===== config.mk =====
export PLATFORM = sky130hd
export DESIGN_NAME = mem_access_ctrl
export DESIGN_NICKNAME = d
export VERILOG_FILES = /design/src/rtl/mem_access_ctrl.sv
export SDC_FILE = /design/constraint.sdc
export NUM_CORES = 1
export LEC_CHECK = 0
export BUFFER_PORTS_ARGS = -buffer_cell sky130_fd_sc_hd__buf_2
export CELL_PAD_IN_SITES_DETAIL_PLACEMENT = 0
export CELL_PAD_IN_SITES_GLOBAL_PLACEMENT = 1
export CORE_ASPECT_RATIO = 0.5
export CORE_MARGIN = 2
export CORE_UTILIZATION = 39
export DETAILED_ROUTE_END_ITERATION = 16
export PLACE_DENSITY_LB_ADDON = 0.1
export SLEW_MARGIN = 10
export SYNTH_ARGS = -nofsm -noshare
export SYNTH_HDL_FRONTEND = slang
export SYNTH_SLANG_ARGS = --single-unit

===== constraint.sdc =====
create_clock -name clk -period 3.5 [get_ports clk]
set_input_delay 0.175 -clock clk [delete_from_list [all_inputs] [get_ports clk]]
set_output_delay 0.175 -clock clk [all_outputs]
set_load 0.1 [all_outputs]

===== src/rtl/mem_access_ctrl.sv =====
// Arbitrates a fetch port and a load/store port onto one word-addressed memory.
// Sub-word stores off lane 0 use a read-modify-write; misaligned or illegal accesses error out.
module mem_access_ctrl #(
  parameter int ADDR_W = 8
) (
  input  logic              clk,
  input  logic              rst,
  input  logic              if_req,
  input  logic [ADDR_W+1:0] if_addr,
  output logic              if_valid,
  output logic              if_err,
  output logic [31:0]       if_rdata,
  input  logic              ls_req,
  input  logic              ls_we,
  input  logic [2:0]        ls_funct3,
  input  logic [ADDR_W+1:0] ls_addr,
  input  logic [31:0]       ls_wdata,
  output logic              ls_done,
  output logic              ls_err,
  output logic [31:0]       ls_rdata,
  output logic              busy,
  output logic [ADDR_W-1:0] mem_word_addr,
  output logic              mem_read,
  output logic              mem_write,
  output logic [1:0]        mem_save_method,
  output logic [31:0]       mem_wdata,
  input  logic [31:0]       mem_rdata
);

  localparam logic [1:0] SM_SW = 2'd0;
  localparam logic [1:0] SM_SH = 2'd1;
  localparam logic [1:0] SM_SB = 2'd2;

  typedef enum logic [2:0] {
    IDLE, FETCH, LOAD, STORE, RMW_RD, RMW_WR, RESP
  } state_t;

  state_t              r_state, w_next;
  logic                r_last_fetch;
  logic [ADDR_W+1:0]   r_addr;
  logic [2:0]          r_funct3;
  logic [31:0]         r_wdata;

  logic                w_pick_ls, w_pick_if;
  logic                w_ls_bad, w_ls_rmw, w_if_bad;
  logic [4:0]          w_shift;
  logic [7:0]          w_byte;
  logic [15:0]         w_half;
  logic [31:0]         w_load_ext, w_merged;

  // Alternate on ties; with only one requester it wins outright
  assign w_pick_ls = ls_req && (!if_req || r_last_fetch);
  assign w_pick_if = if_req && !w_pick_ls;
  assign w_if_bad  = (if_addr[1:0] != 2'b00);

  // Classify the incoming load/store request
  always_comb begin
    w_ls_bad = 1'b0;
    w_ls_rmw = 1'b0;
    if (ls_we) begin
      if (ls_funct3 > 3'b010) w_ls_bad = 1'b1;
    end else begin
      if (ls_funct3 == 3'b011 || ls_funct3 > 3'b101) w_ls_bad = 1'b1;
    end
    if (ls_funct3[1:0] == 2'b01 && ls_addr[0]) w_ls_bad = 1'b1;
    if (ls_funct3[1:0] == 2'b10 && ls_addr[1:0] != 2'b00) w_ls_bad = 1'b1;
    if (ls_we && ls_funct3 == 3'b000 && ls_addr[1:0] != 2'b00) w_ls_rmw = 1'b1;
    if (ls_we && ls_funct3 == 3'b001 && ls_addr[1]) w_ls_rmw = 1'b1;
  end

  // Load lane extraction and store-lane merge for RMW
  always_comb begin
    w_shift = {r_addr[1:0], 3'b000};
    w_byte  = 8'(mem_rdata >> w_shift);
    w_half  = r_addr[1] ? mem_rdata[31:16] : mem_rdata[15:0];
    case (r_funct3)
      3'b000:  w_load_ext = {{24{w_byte[7]}}, w_byte};
      3'b001:  w_load_ext = {{16{w_half[15]}}, w_half};
      3'b100:  w_load_ext = {24'd0, w_byte};
      3'b101:  w_load_ext = {16'd0, w_half};
      default: w_load_ext = mem_rdata;
    endcase
    w_merged = mem_rdata;
    if (r_funct3[0]) begin
      w_merged[31:16] = r_wdata[15:0];
    end else begin
      case (r_addr[1:0])
        2'd1:    w_merged[15:8]  = r_wdata[7:0];
        2'd2:    w_merged[23:16] = r_wdata[7:0];
        2'd3:    w_merged[31:24] = r_wdata[7:0];
        default: w_merged[7:0]   = r_wdata[7:0];
      endcase
    end
  end

  always_ff @(posedge clk) begin
    if (rst) r_state <= IDLE;
    else     r_state <= w_next;
  end

  always_comb begin
    w_next = r_state;
    case (r_state)
      IDLE: begin
        if (w_pick_ls) begin
          if (w_ls_bad)      w_next = RESP;
          else if (!ls_we)   w_next = LOAD;
          else if (w_ls_rmw) w_next = RMW_RD;
          else               w_next = STORE;
        end else if (w_pick_if) begin
          w_next = w_if_bad ? RESP : FETCH;
        end
      end
      FETCH, LOAD, STORE, RMW_WR: w_next = RESP;
      RMW_RD:                     w_next = RMW_WR;
      default:                    w_next = IDLE;
    endcase
  end

  // Memory-side strobes decoded from the current state and latched request
  always_comb begin
    busy            = (r_state != IDLE);
    mem_read        = 1'b0;
    mem_write       = 1'b0;
    mem_word_addr   = '0;
    mem_save_method = SM_SW;
    mem_wdata       = 32'd0;
    case (r_state)
      FETCH, LOAD, RMW_RD: begin
        mem_read      = 1'b1;
        mem_word_addr = r_addr[ADDR_W+1:2];
      end
      STORE: begin
        mem_write     = 1'b1;
        mem_word_addr = r_addr[ADDR_W+1:2];
        case (r_funct3)
          3'b000: begin
            mem_save_method = SM_SB;
            mem_wdata       = {24'd0, r_wdata[7:0]};
          end
          3'b001: begin
            mem_save_method = SM_SH;
            mem_wdata       = {16'd0, r_wdata[15:0]};
          end
          default: mem_wdata = r_wdata;
        endcase
      end
      RMW_WR: begin
        mem_write     = 1'b1;
        mem_word_addr = r_addr[ADDR_W+1:2];
        mem_wdata     = r_wdata;
      end
      default: ;
    endcase
  end

  // Request latches and registered responses
  always_ff @(posedge clk) begin
    if (rst) begin
      r_last_fetch <= 1'b1;
      r_addr       <= '0;
      r_funct3     <= 3'd0;
      r_wdata      <= 32'd0;
      if_valid     <= 1'b0;
      if_err       <= 1'b0;
      if_rdata     <= 32'd0;
      ls_done      <= 1'b0;
      ls_err       <= 1'b0;
      ls_rdata     <= 32'd0;
    end else begin
      if_valid <= 1'b0;
      ls_done  <= 1'b0;
      case (r_state)
        IDLE: begin
          if (w_pick_ls) begin
            r_last_fetch <= 1'b0;
            r_addr       <= ls_addr;
            r_funct3     <= ls_funct3;
            r_wdata      <= ls_wdata;
            if (w_ls_bad) begin
              ls_done  <= 1'b1;
              ls_err   <= 1'b1;
              ls_rdata <= 32'd0;
            end
          end else if (w_pick_if) begin
            r_last_fetch <= 1'b1;
            r_addr       <= if_addr;
            r_funct3     <= 3'b010;
            if (w_if_bad) begin
              if_valid <= 1'b1;
              if_err   <= 1'b1;
              if_rdata <= 32'd0;
            end
          end
        end
        FETCH: begin
          if_valid <= 1'b1;
          if_err   <= 1'b0;
          if_rdata <= mem_rdata;
        end
        LOAD: begin
          ls_done  <= 1'b1;
          ls_err   <= 1'b0;
          ls_rdata <= w_load_ext;
        end
        RMW_RD: r_wdata <= w_merged;
        STORE, RMW_WR: begin
          ls_done  <= 1'b1;
          ls_err   <= 1'b0;
          ls_rdata <= 32'd0;
        end
        default: ;
      endcase
    end
  end

endmodule


# Word-level counts from Yosys, hierarchy flattened
# Index checks and enable logic that the tools add are counted.
[totals] regBits=117 inputBits=92 elab_cells=130
[classes] n_eq_ne=22 magnitude_cmp=2 reduce_logical=35 mux=58 shifts=1
[op_table] cell="one-hot mux 32 bit (2 select lines)" count=4
[op_table] cell="2-to-1 mux 32 bit" count=6
[op_table] cell="one-hot mux 32 bit (4 select lines)" count=1
[op_table] cell="one-hot mux 32 bit (3 select lines)" count=1
[op_table] cell="2-to-1 mux 16 bit" count=3
[op_table] cell="2-to-1 mux 8 bit" count=5
[op_table] cell="right shift 32 x 5 -> 8 bit" count=1
[op_table] cell="2-to-1 mux 3 bit" count=8
[op_table] cell="2-to-1 mux 1 bit" count=21
[op_table] cell="2-to-1 mux 10 bit" count=2
[op_table] cell="equality test 3 bit (second input constant)" count=4
[op_table] cell="nonzero test 2 bit" count=6
[op_table] cell="inequality test 2 bit (second input constant)" count=5
[op_table] cell="equality test 3 x 1 -> 1 bit (second input constant)" count=3
[op_table] cell="equality test 3 x 2 -> 1 bit (second input constant)" count=3
[op_table] cell="logical NOT 3 bit" count=3
[op_table] cell="one-hot mux 3 bit (3 select lines)" count=1
[op_table] cell="AND reduction 3 bit" count=3
[op_table] cell="OR reduction 3 bit" count=3
[op_table] cell="logical AND 1 bit" count=8
[op_table] cell="one-hot mux 1 bit (2 select lines)" count=4
[op_table] cell="equality test 2 bit (second input constant)" count=3
[op_table] cell="inequality test 3 bit (second input constant)" count=2
[op_table] cell="nonzero test 3 bit" count=2
[op_table] cell="other kinds (12)" count=16

# Depth between registers and ports, before layout
# Gate-level depths: netlist of run 1.
[depth] ltp_word=10 mapped_depth=7 ltp_nobuf=5

# Least setup slack after synthesis of run 1
# Ideal clock, no wire load.
[synth_timing] path_type="reg-to-output" start="register r_funct3[0]" end="output mem_save_method[0]" stages_incl_launch_ff=5 t_arrival_ps=3386 slack_ps=-61 n_path_buf=3 t_required_ps=3325 cell_sequence="dfxtp_1 > buf_2 > clkbuf_1 > clkbuf_1 > nor3b_1"
[synth_between] elab_chain_cells=3 elab_cells_between_ends=4
[synth_rtl] item="from (decl)" line="41" text="logic [2:0] r_funct3;"
[synth_rtl] item="from (signal assigned)" line="178" text="r_funct3 <= ls_funct3;"
[synth_rtl] item="equality test 3 x 1 -> 1 bit / logical NOT 3 bit (equally long branches)" line="136" text="case (r_funct3)"
[synth_rtl] item="one-hot mux 2 bit (2 select lines) (*)" line="136"
[synth_rtl] item="2-to-1 mux 2 bit (*)" line="128" text="case (r_state)"
[synth_rtl] item="to (decl)" line="25" text="output logic [1:0] mem_save_method,"
# Every way passes the cells marked *; elsewhere a longest branch is shown, timed or not.

# Worst setup path in the final report of run 1
[layout_timing] start="register r_funct3[1]" end="output mem_wdata[16]"
[layout_between] elab_chain_cells=3 elab_cells_between_ends=4
[layout_rtl] item="equality test 3 x 1 -> 1 bit / logical NOT 3 bit (equally long branches)" line="136"
[layout_rtl] item="one-hot mux 32 bit (2 select lines) (*)" line="136"
[layout_rtl] item="one-hot mux 32 bit (2 select lines) (*)" line="128"
[layout_rtl] item="to (decl)" line="26" text="output logic [31:0] mem_wdata,"
# Marked as above.

==> metrics, run 1 <==
CTS tree=yes; GRT Overall Usage=25.6%; Final Total Pwr=7.96 mW; CP Cell Sequence=o21ai_0 -> a21boi_1 -> buf_4 -> and2_1 -> buf_2; number of buffers on the longest clock path=2; Post-Syn Area=5590 sq um; Unique masters post-synth=57; placed wire-length estimate=14100 um; Post-CTS Setup Inserts=0; number of global-route vias before repair=5007; H-tree level count=4; area growth from synthesis to layout=31.7%; number of enable-type register cells in the synthesized netlist=0; slowest stage cell, crit path=dfxtp_1; pin count of the biggest net entering global routing=33; area of all placed cells without fillers=7360 sq um; die area=15400 sq um; Vert. Die Dim=slightly below 90 um; number of buffers and inverters on the critical path=2; flop-to-flop setup slack=1.02 ns; path category of the worst min-delay check=primary input to register; antenna fix cells=0; layout cells sized above 1=35.1%; met3 Use GR=5.88%; Clock transition at path regs=0.06 ns; routability congestion estimate from global placement=0.808; FF-to-FF Start=r_state[1]; highest ir drop seen on vdd=between 0.5 and 0.6 mV; family of cells with the greatest summed delay on the critical path=flip-flops; post-route DRC violation count=0; global-route track usage on met1=36.2%; first-pass GRT wire length=around 30000 um; endpoint of the worst register-to-register path=ls_rdata[30]; gr ovfl total=0; number of endpoints failing setup at the final stage=0; total of hold buffers inserted after clock tree synthesis=3; post-DR wirelength/cell=a little under 20 um; Die Span X=173 um; critical path fanouts, max=21; end point of the critical path=mem_wdata[16]; transition time at the pin with the least slew margin=1.01 ns; total negative slack=0 ns; met2 routing resource usage after global routing=40.2%; TritonCTS sink count=117; area of the placeable core=13800 sq um; drt via density=5.44; outcome=finished, final reports clean; Initial Utilization=roughly two fifths; Max Clock Skew=0.00987 ns; synthesized instance count=601; crit path from=r_funct3[1]; Worst Reg2Reg Path Length in Cells=3; crit path launch type=register; power density normalized to cell area=1080 nW/um^2; count of pins over their slew limit=0; detailed-route wire length=19600 um; count of final hold-check violations=0; total via count in the routed design=between 5000 and 6000; Max-slew headroom=32.9%; initial antenna violation count=0; highest-count cells in the layout ignoring fill and taps=buf_2 (204), dfxtp_1 (117), mux2i_1 (44), nand2_1 (44), and2_1 (42); capturing element type of the critical path=primary output; total number of yosys warnings=0; arrival time reported for the critical path endpoint=around 2.6 ns; row count=30; max-capacitance violation count=0; DR pass1 iterations=5; latest clock arrival within the worst-skew pair=between 0.4 and 0.5 ns; proportion of synthesized chip area in sequential cells=41.9%; flop and latch count out of synthesis=around 120; crit share post-route=around 79%; maximum single-stage delay on the critical path=0.98 ns; Mean Syn Cell Area=between 9 and 10 sq um; Leakage=3.40 nW; logic depth of the worst setup path including buffers=5; Starting DRT DRC Count=284; Max Clock Freq=360 MHz; peak-usage layer in the global routing report=met2; most common cell after layout, fill and taps aside=buf_2; data required time of the worst path=~3.3 ns; async set or reset register ratio after synthesis=0%; number of nets in the synthesized netlist=~690; number of nets still failing antenna checks after routing=0; number of filler instances in the final layout=1356; root buffer cell=clkbuf_16; number of buffers added on ports=204; worst setup path class=register to primary output; Net count, final=882; Post-synth top flop=dfxtp_1; clock buffer count from CTS=17; unrepaired setup endpoints after global routing=false; post-detailed-placement cell area=6730 sq um; count of boundary I/O pins=205; Tmin final=2.78 ns; number of instances resized during post-cts repair=0
where the power goes:
| group | switching (mW) | leakage, nW | internal, mW |
|---|---|---|---|
| combinational | 3.05 | 2.16 | 0.949 |
| clock | 0.693 | 0.283 | 1.07 |
| sequential | 0.441 | 0.957 | 1.77 |
| total | 4.18 | 3.40 | 3.78 |
synth_stat cells, types with 3 or more instances:
library cell / n / area share (%)
dfxtp_1: 117 / 42
mux2i_1: 44 / 7.9
nand2_1: 44 / 3.0
and2_1: 42 / 4.7
nor2_1: 34 / 2.3
a22o_1: 33 / 5.2
clkbuf_1: 30 / 2.0
o21ai_0: 24 / 2.1
inv_1: 23 / 1.5
a21oi_1: 18 / 1.6
a221oi_1: 17 / 2.7
buf_2: 14 / 1.3
a211oi_1: 13 / 1.7
a211o_1: 11 / 1.7
a311oi_1: 11 / 1.7
mux2_2: 11 / 2.2
a221o_2: 10 / 2.0
nor2b_1: 10 / 1.1
o22ai_1: 9 / 1.0
a31oi_1: 8 / 0.90
a221o_1: 7 / 1.3
o2bb2ai_1: 7 / 1.1
nand2b_1: 6 / 0.67
and3b_1: 5 / 0.78
nand3_1: 4 / 0.36
nor3b_1: 4 / 0.54
a22oi_1: 3 / 0.40
and3_1: 3 / 0.34
o211ai_1: 3 / 0.40
metal layers:
layer | up-vias | wire, um | share of wire (%)
met5 | - | 0 | 0
met4 | 0 | 158 | 0.81
met3 | 15 | 1120 | 5.7
met2 | 196 | 8790 | 45
met1 | 2590 | 9500 | 49
li1 | 2616 | - | -
state kept, by name, indices dropped and copies added (netlist names):
name / flops
ls_rdata: 32
if_err: 1
r_addr: 10
if_rdata: 32
r_wdata: 32
r_state: 3
if_valid: 1
ls_done: 1
r_funct3: 3
ls_err: 1
r_last_fetch: 1
stage by stage:
step	setup WS (ns)	hold slack, ns	instances	utilization, %
final	0.720	0.0259	995	53.4
after global routing	0.496	0.0110	995	53.4
after CTS	0.713	0.00133	995	53.4
after detailed placement	1.06	0.445	960	48.9
after global placement	1.11	0.442	960	48.9
after floorplan	0.331	0.301	601	-
worst min-delay path: cells and delay by family:
kind | cells | cell delay (ns)
and+or+nand+nor | 1 | 0.04
buffers and inverters | 1 | 0.10
AOI/OAI and AO/OA | 1 | 0.07
final cells by class:
type | instances | area [sq um] | area share, %
clock buffers | 17 | 425 | 5.78
clock inverters | 15 | 169 | 2.30
inverters | 23 | 86.3 | 1.17
multi-input cells | 412 | 2950 | 40.1
flip-flops and latches | 117 | 2340 | 31.8
well taps | 192 | 240 | 3.26
repair buffers | 219 | 1140 | 15.5
worst min path at each step:
stage / startpoint / end / slack (ns) / depth (start not counted)
global route: ls_addr[9] / r_addr[9] / 0.01 / 3
detailed placement: ls_rdata[4] / ls_rdata[4] / 0.44 / 1
finish: if_addr[6] / r_addr[6] / 0.03 / 3
global placement: ls_addr[5] / r_addr[5] / 0.44 / 3
floorplan: mem_rdata[0] / if_rdata[0] / 0.30 / 1
CTS: if_addr[6] / r_addr[6] / 0.001 / 3
cell families (layout without fill, tap and decap cells):
family | Yosys count | after routing | synth area share [%]
xor+xnor | 1 | 1 | 0.157
simple gates | 168 | 168 | 16.1
compound gates | 188 | 188 | 26.2
mux | 55 | 55 | 10.1
flops | 117 | 117 | 41.9
buf+inv | 72 | 274 | 5.55
No activity file was read; power rests on OpenSTA's default activity.
==> run 2, diff against run 1 <==
ABC_AREA = 1   (was default)
CORE_UTILIZATION = 34   (was 39)
clock period = 2.9 ns   (was 3.5 ns; I/O delays follow)
==> metrics, run 2 <==
outcome=finished, final reports clean; Post-synth top flop=dfxtp_1; unrepaired setup endpoints after global routing=false; internal portion of total power=4.60 mW (+22%); Net count, final=1209 (+37%); pin count of the biggest net entering global routing=70 (+110%); routability congestion estimate from global placement=0.894 (+11%); slowest stage cell, crit path=buf_2; layout cells sized above 1=24.2% (-11 points); total via count in the routed design=6750 (+25%); number of buffers on the longest clock path=2 (unchanged); combinational cell fraction of total power=53.9% (+3.7 points); total number of yosys warnings=0 (unchanged); detailed-route wire length=23500 um (+20%); number of endpoints failing setup at the final stage=0 (unchanged); Unique masters post-synth=26 (-54%); final-layout worst hold slack=0.00816 ns (-0.0177 ns); Clock transition at path regs=0.06 ns (about the same); leading post-synthesis cells by cell area=dfxtp_1 (39%), nand2_1 (15%), a21oi_1 (12%); most frequent cell after synthesis=nand2_1; highest ir drop seen on vdd=0.547 mV (+2.1%); FF-to-FF Start=r_state[0]; number of enable-type register cells in the synthesized netlist=0 (unchanged); count of final hold-check violations=0 (unchanged); post-route DRC violation count=0 (unchanged); Sw Share=54.0% (+1.5 points); Vert. Die Dim=98.0 um (+11%); crit path from=r_funct3[1]; most used cell, CP=nand2_2; relative contribution of sequential cells to total power=23.6% (-4.1 points); post-DR wirelength/cell=17.3 um (-12%); share of the synthesized area in the top cell type=39.0% (-2.9 points); count of pins over their slew limit=0 (unchanged); proportion of synthesized chip area in sequential cells=39.0% (-2.9 points); die area=18800 sq um (+22%); registers with the most flip-flops=if_rdata x32, ls_rdata x32, r_wdata x32; DR pass1 iterations=5 (unchanged); Max-slew headroom=48.5% (+16 points); flop and latch count out of synthesis=117 (unchanged); Initial Utilization=34.7% (-5.9 points); GRT Overall Usage=25.1% (-0.46 points); area growth from synthesis to layout=31.3%; Post-Syn Area=6010 sq um (+7.5%); drt via density=4.95 (-9.1%); data required time of the worst path=2.76 ns (-0.56 ns); Leakage=3.73 nW (+9.7%); Starting DRT DRC Count=425 (+50%); path category of the worst min-delay check=primary input to register; highest-count cells in the layout ignoring fill and taps=nand2_1 (247), buf_2 (200), a21oi_1 (147); smallest setup slack after layout=0.360 ns (-0.360 ns); biggest area consumer among synthesized cells=dfxtp_1; Mean Syn Cell Area=6.44 sq um (-31%); antenna fix cells=0 (unchanged); Max Clock Skew=0.0117 ns (+0.00180 ns); number of buffers added on ports=204 (unchanged); CP Cell Sequence=inv_4 -> nand2_2 -> nor2_2 -> o21ai_1 -> nand2_2 -> nor2_1 -> buf_2; number of buffers and inverters on the critical path=2 (unchanged); worst setup path class=register to primary output; area of the placeable core=17300 sq um (+26%); power density normalized to cell area=1270 nW/um^2 (+17%); crit share post-route=87.6%; capturing element type of the critical path=primary output; critical path fanouts, max=34 (+62%); placed wire-length estimate=17100 um (+22%); root buffer cell=clkbuf_16; gr ovfl total=0 (unchanged); number of nets still failing antenna checks after routing=0 (unchanged); first-pass GRT wire length=36100 um (+22%); Tmin final=roughly 2.5 ns; maximum single-stage delay on the critical path=0.44 ns (-0.54 ns); initial antenna violation count=0 (unchanged); crit path launch type=register; net switching power of the design=5.40 mW (+29%); count of boundary I/O pins=205 (unchanged); number of global-route vias before repair=6272 (+25%); DP Worst Slack=0.649 ns (-0.411 ns); CTS tree=yes; H-tree level count=4 (unchanged); async set or reset register ratio after synthesis=0% (unchanged); number of nets in the synthesized netlist=1025 (+48%); synthesized instance count=933 (+55%); min-delay src=mem_rdata[13]; clock share of power=22.5% (+0.4 points); clock buffer count from CTS=17 (unchanged); arrival time reported for the critical path endpoint=2.40 ns (-0.21 ns); transition time at the pin with the least slew margin=0.772 ns (-0.234 ns); Final Total Pwr=10.0 mW (+26%); most common cell after layout, fill and taps aside=nand2_1; final core utilization=45.5% (-7.9 points); family of cells with the greatest summed delay on the critical path=simple AND/OR/NAND/NOR gates; latest clock arrival within the worst-skew pair=0.43 ns (+0.02 ns); TritonCTS sink count=117 (unchanged); flop-to-flop setup slack=0.81 ns (-0.21 ns); leading cell types by count after synthesis=nand2_1 (248), a21oi_1 (147), dfxtp_1 (117); Max Clock Freq=394 MHz; Die Span X=192 um (+11%); row count=34 (+13%); number of filler instances in the final layout=1881 (+39%); max-capacitance violation count=0 (unchanged); Post-CTS Setup Inserts=0 (unchanged)
==> run 2: cell types whose count changed after synthesis, sizes merged, moves of 13 or more <==
| cell | change |
|---|---|
| inv | +62 |
| a22o | -33 |
| a221o | -17 |
| nand2 | +212 |
| a21oi | +130 |
| and2 | -42 |
| nor2 | +46 |
| a211oi | -13 |
| o21ai | +80 |
| a221oi | -17 |
| nand3 | +54 |
| mux2i | -44 |
==> run 2: cell type report <==
cell class / count / area, sq um / area share [%]
Clock inverter: 14 / 185 / 2.35
Sequential cell: 117 / 2340 / 29.7
Inverter: 85 / 322 / 4.08
Clock buffer: 18 / 429 / 5.44
Multi-Input combinational cell: 674 / 3070 / 38.9
Timing Repair Buffer: 222 / 1240 / 15.8
Tap cell: 234 / 293 / 3.71
==> run 2: final timing paths <==
| check | cells past startpoint | to |
|---|---|---|
| worst max register to register | 8 | r_wdata[0] |
| worst min register to register | 2 | r_addr[2] |
| worst min-delay path | 3 | if_rdata[13] |
| worst max-delay path | 7 | mem_wdata[17] |
==> run 2: layer usage <==
layer,up-vias,share of wire [%],global-route usage (%)
met5,-,0,0
met3,25,7.6,7.05
met2,221,41,35.9
met1,3097,50,36.9
li1,3407,-,-
met4,0,1.4,6.58
==> run 2: per-stage QoR <==
step	cells	TNS (ns)	area [sq um]
CTS	1364	0	7880
global placement	1326	0	7210
finish	1364	0	7890
detailed placement	1326	0	7210
global route	1364	0	7890
floorplan	933	-0.849	6010
==> run 2: power groups by stage <==
stage | sequential [mW] | combinational [mW] | clock (mW)
5_1_grt | 2.42 | 5.84 | 2.33
3_5_place_dp | 2.38 | 5.37 | 0
4_1_cts | 2.36 | 5.39 | 2.27
6_report | 2.36 | 5.40 | 2.25
2_1_floorplan | 3.64 | 3.02 | 0
3_3_place_gp | 2.38 | 5.36 | 0
==> run 2: worst reg2reg max path, delay by kind of cell, from the launching register on <==
kind,cells,cell delay [ns]
DFF,1,0.35
AOI/OAI and AO/OA,2,0.28
buffers and inverters,1,0.10
and+or+nand+nor,5,1.23
==> run 2: timing repair <==
action / 4_1_cts / 5_1_grt
gates resized for setup: 0 / 1
endpoints found under the hold margin: 6 / 0
hold buffers: 6 / 0
endpoints found under the setup margin: 0 / 2
==> run 2: kinds of logic (layout without fill, tap and decap cells) <==
kind of cell,count (synthesis),in the layout,share of synthesized area [%]
buffers and inverters,142,339,9.91
and+or+nand+nor,411,411,28.6
AOI/OAI and AO/OA,263,263,22.5
DFF,117,117,39.0
==> run 3, diff against run 2 <==
clock period = 2.7 ns   (was 2.9 ns; I/O delays follow)
==> metrics, run 3 (synthesis results as in run 2) <==
outcome=finished, final reports clean; TritonCTS sink count=117 (unchanged); number of placed instances with taps included=1329 (+0.23%); crit path launch type=register; post-route DRC violation count=0 (unchanged); slowest stage cell, crit path=nand2_1; Tmin final=2.43 ns; most common cell after layout, fill and taps aside=nand2_1; count of boundary I/O pins=205 (unchanged); post-DR wirelength/cell=16.9 um (-1.9%); number of buffers added on ports=204 (unchanged); post-layout instance count excluding filler cells=1371 (+0.51%); die area=18800 sq um (unchanged); wire length on met3=1720 um (-4.1%); end point of the critical path=mem_wdata[22]; routability congestion estimate from global placement=0.891 (-0.29%); crit path from=r_state[1]; row count=34 (unchanged); FF-to-FF Start=r_state[0]; area of all placed cells without fillers=8100 sq um (+2.7%); final core utilization=46.8% (+1.2 points); top routing layer used=met4; Max-slew headroom=48.9% (+0.39 points); capturing element type of the critical path=primary output; registers with the most flip-flops=if_rdata x32, ls_rdata x32, r_wdata x32; data required time of the worst path=2.57 ns (-0.19 ns); DP Worst Slack=0.739 ns (+0.0904 ns); transition time at the pin with the least slew margin=0.766 ns (-0.00582 ns); Max Clock Skew=0.00986 ns (-0.00181 ns); path category of the worst min-delay check=primary input to register; CP Cell Sequence=inv_1 -> nor2_1 -> nand2_1 -> o21ai_1 -> nand2_1 -> nor2_1 -> buf_12; maximum single-stage delay on the critical path=0.42 ns (-0.02 ns); worst setup path class=register to primary output; number of global-route vias before repair=6316 (+0.70%); max-capacitance violation count=0 (unchanged); Max Clock Freq=411 MHz; Die Span X=192 um (unchanged); Starting DRT DRC Count=551 (+30%); number of instances resized during post-cts repair=0 (unchanged); Initial Utilization=34.7% (unchanged); Clock transition at path regs=0.06 ns (about the same); GRT Overall Usage=24.8% (-0.32 points); total via count in the routed design=6756 (+0.089%); first-pass GRT wire length=35600 um (-1.2%); initial antenna violation count=0 (unchanged); antenna fix cells=0 (unchanged); number of endpoints failing setup at the final stage=0 (unchanged); layout cells sized above 1=24.3% (+0.027 points); root buffer cell=clkbuf_16; number of nets still failing antenna checks after routing=0 (unchanged); H-tree level count=4 (unchanged); arrival time reported for the critical path endpoint=2.30 ns (-0.10 ns); Vert. Die Dim=98.0 um (unchanged); CTS tree=yes; number of buffers on the longest clock path=2 (unchanged); flop-to-flop setup slack=0.82 ns (about the same); routed length on met2=9740 um (+0.12%); wire length the detailed router placed on met1=11600 um (-1.1%); placed wire-length estimate=16900 um (-1.3%); Leakage=3.78 nW (+1.4%); latest clock arrival within the worst-skew pair=0.42 ns (about the same); post-detailed-placement cell area=7410 sq um (+2.8%); DR pass1 iterations=6 (+1); clock buffer count from CTS=17 (unchanged); count of pins over their slew limit=0 (unchanged); gr ovfl total=0 (unchanged); total negative slack=0 ns (unchanged); highest ir drop seen on vdd=0.651 mV (+19%); detailed-route wire length=23200 um (-1.4%); crit share post-route=90.2%; highest-count cells in the layout ignoring fill and taps=nand2_1 (248), buf_2 (188), a21oi_1 (147); endpoint of the worst register-to-register path=ls_rdata[1]; drt via density=4.93 (-0.42%); final-layout worst hold slack=0.0150 ns (+0.00680 ns); area of the placeable core=17300 sq um (unchanged); area growth from synthesis to layout=34.8%; critical path fanouts, max=16 (-53%); Worst Reg2Reg Path Length in Cells=9 (+1); Net count, final=1216 (+0.58%); pin count of the biggest net entering global routing=70 (unchanged); Final Total Pwr=10.6 mW (+5.9%); count of final hold-check violations=0 (unchanged); power density normalized to cell area=1310 nW/um^2 (+3.2%); unrepaired setup endpoints after global routing=false; smallest setup slack after layout=0.265 ns (-0.0945 ns)
-- run 3: how the worst min path moves through the flow --
stage                               to  slack (ns)     startpoint  cells after the start
after global placement    if_rdata[16]        0.42  mem_rdata[16]                      3
after floorplan            r_funct3[0]        0.28   ls_funct3[0]                      2
after detailed placement  if_rdata[16]        0.42  mem_rdata[16]                      3
after global routing      if_rdata[21]        0.01  mem_rdata[21]                      3
final                      r_wdata[28]        0.01   ls_wdata[28]                      3
after CTS                  r_wdata[28]      0.0008   ls_wdata[28]                      3
-- run 3: final cells by class --
type                       instances  area (sq um)
clock buffer                      20           457
clock inverter                    12           130
fill                            1836          9220
inverter                          85           322
multi-input combinational        674          3070
sequential                       117          2340
tap                              234           293
timing repair buffer             229          1490
-- run 3: routing by layer --
| metal | vias to the layer above | GRT usage (%) |
|---|---|---|
| met1 | 3088 | 36.5 |
| met5 | - | 0 |
| met4 | 0 | 4.70 |
| met2 | 232 | 36.2 |
| met3 | 20 | 6.90 |
| li1 | 3416 | - |
-- run 3: where the power goes --
part	internal, mW	switching (mW)
Clock	1.40	0.835
Sequential	2.25	0.259
Combinational	1.22	4.64
Total	4.87	5.73
-- run 3: timing repair --
item,4_1_cts,5_1_grt
hold buffers,10,0
hold endpoints to repair,10,0
endpoints found under the setup margin,0,0
buffers inserted,0,0
-- run 3: worst max-delay path, delay by kind of cell, from the launching register on --
| kind | cells | cell delay [ns] |
|---|---|---|
| AO/OA/AOI/OAI | 1 | 0.20 |
| flip-flops | 1 | 0.34 |
| AND/OR/NAND/NOR | 4 | 1.06 |
| buffers and inverters | 2 | 0.29 |
